$ cat src/rtl/uart_rx_os.sv
// Oversampling UART receiver: recovers start/DATA_BITS/stop frames from rx and
// hands each word out through valid/ready, with framing-error and overrun pulses.
module uart_rx_os #(
  parameter int DATA_BITS  = 8,
  parameter int OVERSAMPLE = 16
) (
  input  logic                 clk,
  input  logic                 reset,
  input  logic                 sample_tick,
  input  logic                 rx,
  output logic [DATA_BITS-1:0] rx_data,
  output logic                 rx_valid,
  input  logic                 rx_ready,
  output logic                 frame_err,
  output logic                 overrun
);

  localparam int TW = $clog2(OVERSAMPLE);
  localparam int BW = $clog2(DATA_BITS + 1);
  localparam logic [TW-1:0] TICK_ZERO = {TW{1'b0}};
  localparam logic [TW-1:0] TICK_ONE  = {{(TW-1){1'b0}}, 1'b1};
  localparam logic [TW-1:0] HALF_LAST = TW'(OVERSAMPLE / 2 - 1);
  localparam logic [TW-1:0] FULL_LAST = TW'(OVERSAMPLE - 1);
  localparam logic [BW-1:0] BIT_ZERO  = {BW{1'b0}};
  localparam logic [BW-1:0] BIT_ONE   = {{(BW-1){1'b0}}, 1'b1};
  localparam logic [BW-1:0] BIT_LAST  = BW'(DATA_BITS - 1);

  typedef enum logic [2:0] {
    IDLE      = 3'd0,
    START     = 3'd1,
    DATA      = 3'd2,
    STOP      = 3'd3,
    WAIT_IDLE = 3'd4
  } state_t;

  state_t               state_r, state_nxt_s;
  logic [TW-1:0]        tick_cnt_r, tick_cnt_nxt_s;
  logic [BW-1:0]        bit_cnt_r, bit_cnt_nxt_s;
  logic [DATA_BITS-1:0] shift_r, shift_nxt_s;
  logic [1:0]           sync_r;
  logic                 rx_s;
  logic                 mid_stop_s;
  logic                 deliver_s;
  logic                 drop_s;
  logic                 bad_stop_s;
  logic                 handshake_s;

  assign rx_s        = sync_r[1];
  assign handshake_s = rx_valid && rx_ready;

  // Two-flop synchronizer for the asynchronous rx line (idles high).
  always_ff @(posedge clk or negedge reset) begin
    if (!reset) begin
      sync_r <= 2'b11;
    end else begin
      sync_r <= {sync_r[0], rx};
    end
  end

  // FSM state, bit timing counters and data shift register.
  always_ff @(posedge clk or negedge reset) begin
    if (!reset) begin
      state_r    <= IDLE;
      tick_cnt_r <= TICK_ZERO;
      bit_cnt_r  <= BIT_ZERO;
      shift_r    <= {DATA_BITS{1'b0}};
    end else begin
      state_r    <= state_nxt_s;
      tick_cnt_r <= tick_cnt_nxt_s;
      bit_cnt_r  <= bit_cnt_nxt_s;
      shift_r    <= shift_nxt_s;
    end
  end

  // Next-state logic; everything holds on cycles without a sample tick.
  always_comb begin
    state_nxt_s    = state_r;
    tick_cnt_nxt_s = tick_cnt_r;
    bit_cnt_nxt_s  = bit_cnt_r;
    shift_nxt_s    = shift_r;
    if (sample_tick) begin
      case (state_r)
        IDLE: begin
          if (!rx_s) begin
            state_nxt_s    = START;
            tick_cnt_nxt_s = TICK_ZERO;
          end else begin
            state_nxt_s = IDLE;
          end
        end
        START: begin
          // A start bit that is no longer low at its midpoint was a glitch.
          if (tick_cnt_r == HALF_LAST) begin
            tick_cnt_nxt_s = TICK_ZERO;
            bit_cnt_nxt_s  = BIT_ZERO;
            state_nxt_s    = rx_s ? IDLE : DATA;
          end else begin
            tick_cnt_nxt_s = tick_cnt_r + TICK_ONE;
          end
        end
        DATA: begin
          if (tick_cnt_r == FULL_LAST) begin
            tick_cnt_nxt_s = TICK_ZERO;
            shift_nxt_s    = {rx_s, shift_r[DATA_BITS-1:1]};
            bit_cnt_nxt_s  = bit_cnt_r + BIT_ONE;
            state_nxt_s    = (bit_cnt_r == BIT_LAST) ? STOP : DATA;
          end else begin
            tick_cnt_nxt_s = tick_cnt_r + TICK_ONE;
          end
        end
        STOP: begin
          if (tick_cnt_r == FULL_LAST) begin
            tick_cnt_nxt_s = TICK_ZERO;
            state_nxt_s    = rx_s ? IDLE : WAIT_IDLE;
          end else begin
            tick_cnt_nxt_s = tick_cnt_r + TICK_ONE;
          end
        end
        WAIT_IDLE: begin
          state_nxt_s = rx_s ? IDLE : WAIT_IDLE;
        end
        default: begin
          state_nxt_s    = IDLE;
          tick_cnt_nxt_s = TICK_ZERO;
          bit_cnt_nxt_s  = BIT_ZERO;
        end
      endcase
    end else begin
      state_nxt_s = state_r;
    end
  end

  // Stop-bit outcome: deliver, drop as overrun, or flag a framing error.
  always_comb begin
    mid_stop_s = sample_tick && (state_r == STOP) && (tick_cnt_r == FULL_LAST);
    deliver_s  = 1'b0;
    drop_s     = 1'b0;
    bad_stop_s = 1'b0;
    if (mid_stop_s) begin
      if (!rx_s) begin
        bad_stop_s = 1'b1;
      end else if (rx_valid && !rx_ready) begin
        drop_s = 1'b1;
      end else begin
        deliver_s = 1'b1;
      end
    end else begin
      deliver_s = 1'b0;
    end
  end

  // Registered handshake outputs and single-cycle status pulses.
  always_ff @(posedge clk or negedge reset) begin
    if (!reset) begin
      rx_data   <= {DATA_BITS{1'b0}};
      rx_valid  <= 1'b0;
      frame_err <= 1'b0;
      overrun   <= 1'b0;
    end else begin
      frame_err <= bad_stop_s;
      overrun   <= drop_s;
      if (deliver_s) begin
        rx_data  <= shift_r;
        rx_valid <= 1'b1;
      end else if (handshake_s) begin
        rx_valid <= 1'b0;
      end else begin
        rx_valid <= rx_valid;
      end
    end
  end

endmodule
$ cat config.mk
export PLATFORM = sky130hd
export DESIGN_NAME = uart_rx_os
export DESIGN_NICKNAME = d
export VERILOG_FILES = /design/src/rtl/uart_rx_os.sv
export SDC_FILE = /design/constraint.sdc
export NUM_CORES = 1
export LEC_CHECK = 0
export BUFFER_PORTS_ARGS = -buffer_cell sky130_fd_sc_hd__buf_2
export CAP_MARGIN = 20
export CORE_ASPECT_RATIO = 1.4
export CORE_MARGIN = 2
export CORE_UTILIZATION = 55
export DETAILED_ROUTE_END_ITERATION = 7
export MAX_ROUTING_LAYER = met4
export PLACE_DENSITY = 0.76
export SLEW_MARGIN = 20
export SYNTH_ARGS = -nofsm -noshare
export SYNTH_HDL_FRONTEND = slang
export SYNTH_SLANG_ARGS = --single-unit
$ cat constraint.sdc
create_clock -name clk -period 3.41 [get_ports clk]
set_clock_uncertainty 0.2 [all_clocks]
set_input_delay 0.5115 -clock clk [delete_from_list [all_inputs] [get_ports clk]]
set_output_delay 0.5115 -clock clk [all_outputs]
set_load 0.005 [all_outputs]
==> metrics.md <==
| Metric | Value |
|---|---|
| Status | finished, final reports clean |
| Number of library cell types mapped by synthesis | 38 |
| Die Y | 65.9 microns |
| Critical path type | reg -> reg |
| RePlAce Congestion | 0.851 |
| Async S/R FF share, synth | 100% |
| DR pass1 iterations | 4 |
| Maximum vdd drop | 0.350 mV |
| Cells after Synth | 121 |
| Worst setup EP type | flop |
| Nets | 143 |
| Crit path DAT | 2.19 ns |
| Remaining DRCs | 0 |
| Total GRT Usage | 19.3% |
| Count of final max-slew check failures | 0 |
| RSZ-0062 raised after global routing | no |
| Cell accounting for the most synthesized area | dfrtp_1 |
| Hold_buf cts | 0 |
| Hold slack | 0.00718 ns |
| Total Wirelength | 2350 microns |
| Critical Path Start Type | flop |
| Leak Pwr | 0.789 nW |
| Clk buf depth | 2 |
| Reg2reg path depth | 5 |
| Grt ovf | 0 |
| ANT cells | 0 |
| CTS tree | built |
| Post-Synthesis Cell Area | 1510 sq um |
| Total CTS buffers | 5 |
| Worst slew margin | 56.1% |
| Clk sinks | 32 |
| Synth Area in Compound Gates | 9.31% |
| Detailed Place HPWL | 1700 microns |
| Period minus WS final | 2.19 ns |
| Share of cells above drive strength 1 | 33.6% |
| Setup violators final | 0 |
| CTS resizes | 0 |
| EDFF count, synth | 0 |
| Post-CTS Setup Inserts | 0 |
| Post-synthesis mux area share | 14.6% |
| Sequential cell area fraction in the yosys report | 53.4% |
| Wire per inst | 13.6 microns |
| H-Tree Depth | 2 |
| Max Fclk | 457 MHz |
| Main combinational cell family by area after synthesis | simple AND/OR/NAND/NOR gates |
| Core area | 2620 sq um |
| Period utilization | 64.2% |
| Number of warnings issued by yosys | 0 |
| Routed vias | 972 |
| Buffers added on ports | 15 |
| Main area contributors after synthesis | dfrtp_1 50%, mux2_4 8.0%, mux2_2 6.0% |
| DRT iter0 DRCs | 14 |
| Die Area | 3180 sq um |
| Crit path max fanout | 8 |
| Post-synthesis xor/xnor area fraction | 0.582% |
| Clock transition time at the flip-flop clock pins of the worst setup and hold paths | 0.10 ns |
| First-pass GRT wire length | 4220 microns |
| Vias in the first global route | 977 |
| Syn_nets | 128 |
| Clock root buffer master | clkbuf_4 |
| Total negative slack | 0 ns |
| Max Cap Violations | 0 |
| Initial Util | 57.6% |
| Worst skew pair latency | 0.33 ns |
| WP data required | 3.41 ns |
| Power density over the cells | 521 nW/um^2 |
| Largest net degree at the start of global routing | 33 |
| Critical Path Start | tick_cnt_r[0] |
| Top cell type's share of synthesized area | 49.9% |
| Standard-cell row count | 22 |
| Io pins | 16 |
| Commonest non-fill, non-tap cell in the layout | dfrtp_1 |
| Fin. Hold Viols | 0 |
| Post-route ant nets | 0 |
| Primary FF master, synth | dfrtp_1 |
| Most frequent cells in the layout | 30 x dfrtp_1, 15 x buf_2, 9 x nand2_1 |
| Worst R2R Start | tick_cnt_r[0] |
| Die Span X | 48.2 microns |
| Mean post-synth cell area | 12.4 sq um |
| Tightest Pin Transition | 0.659 ns |
| FF+latch count, synth | 32 |
| Simple-gate area share of the yosys netlist | 15.8% |
| DR vias/cell | 5.62 |
| Synth Area in Adders | 1.66% |
| Initial antenna violation count | 0 |
| Layout area overhead | 7.98% |
| Hold Crit Class | in -> async |
==> metal layers <==
metal	vias to the layer above	routed length, microns	global-route usage, %
met5	-	0	-
met4	0	40	7.77
met3	6	101	6.28
met2	23	1220	30.8
met1	475	987	21.3
li1	468	-	-
==> layout make-up <==
type | instances | area [sq um]
clock buffer | 8 | 58.8
fill | 197 | 990
inverter | 3 | 11.3
multi-input combinational | 79 | 632
sequential | 32 | 803
tap | 36 | 45.0
timing repair buffer | 15 | 75.1
==> critical path: stages, from the launching register on <==
cell	delay, ns
dfrtp_1	0.40
ha_1	0.27
and4_4	0.26
nand4_2	0.10
nor2b_2	0.48
mux2_4	0.35
==> state kept, by name, summed over array words and instances, names as in the netlist <==
name	count
overrun	1
shift_r	8
tick_cnt_r	4
state_r	3
rx_valid	1
rx_data	8
bit_cnt_r	4
frame_err	1
sync_r	2
==> kinds of logic (layout without fill, tap and decap cells) <==
family / count (synthesis) / count (layout)
fa+ha+maj: 2 / 2
mux: 17 / 17
simple gates: 38 / 38
buf+inv: 10 / 26
xor+xnor: 1 / 1
compound gates: 21 / 21
flops: 32 / 32
==> Yosys cell counts (all sizes together) (3+ instances only) <==
cell     n
o31ai    3
dfrtp   30
nand3    5
nor2     7
buf      7
mux2    16
nand2    9
o21ai    6
a31oi    3
nand2b   3
inv      3
==> worst paths after layout <==
| check | endpoint | slack [ns] |
|---|---|---|
| worst max-delay path | rx_data[0] | 1.22 |
| worst min-delay path | state_r[1] | 0.007 |
| worst max register to register | rx_data[0] | 1.22 |
| worst min register to register | sync_r[1] | 0.16 |
| max in group asynchronous | state_r[2] | 2.57 |
| min in group clk | sync_r[0] | 0.07 |
==> power breakdown <==
| part | internal (W) | switching [W] | leakage (nW) | total, W |
|---|---|---|---|---|
| clock network | 0.000102 | 0.000122 | 0.0326 | 0.000223 |
| registers | 0.000419 | 0.0000626 | 0.421 | 0.000482 |
| logic | 0.0000676 | 0.0000735 | 0.335 | 0.000141 |
==> per-stage QoR <==
stage	util [%]	area [sq um]	setup slack (ns)	power [W]	cells
finish	62.2	1630	1.22	0.000846	173
global route	62.2	1630	1.11	0.000918	173
CTS	62.2	1630	1.21	0.000856	173
detailed placement	59.9	1570	1.21	0.000631	165
global placement	59.9	1570	1.26	0.000622	165
floorplan	-	1510	1.57	0.000603	121
Note: power is estimated with default switching activity, not from simulation.
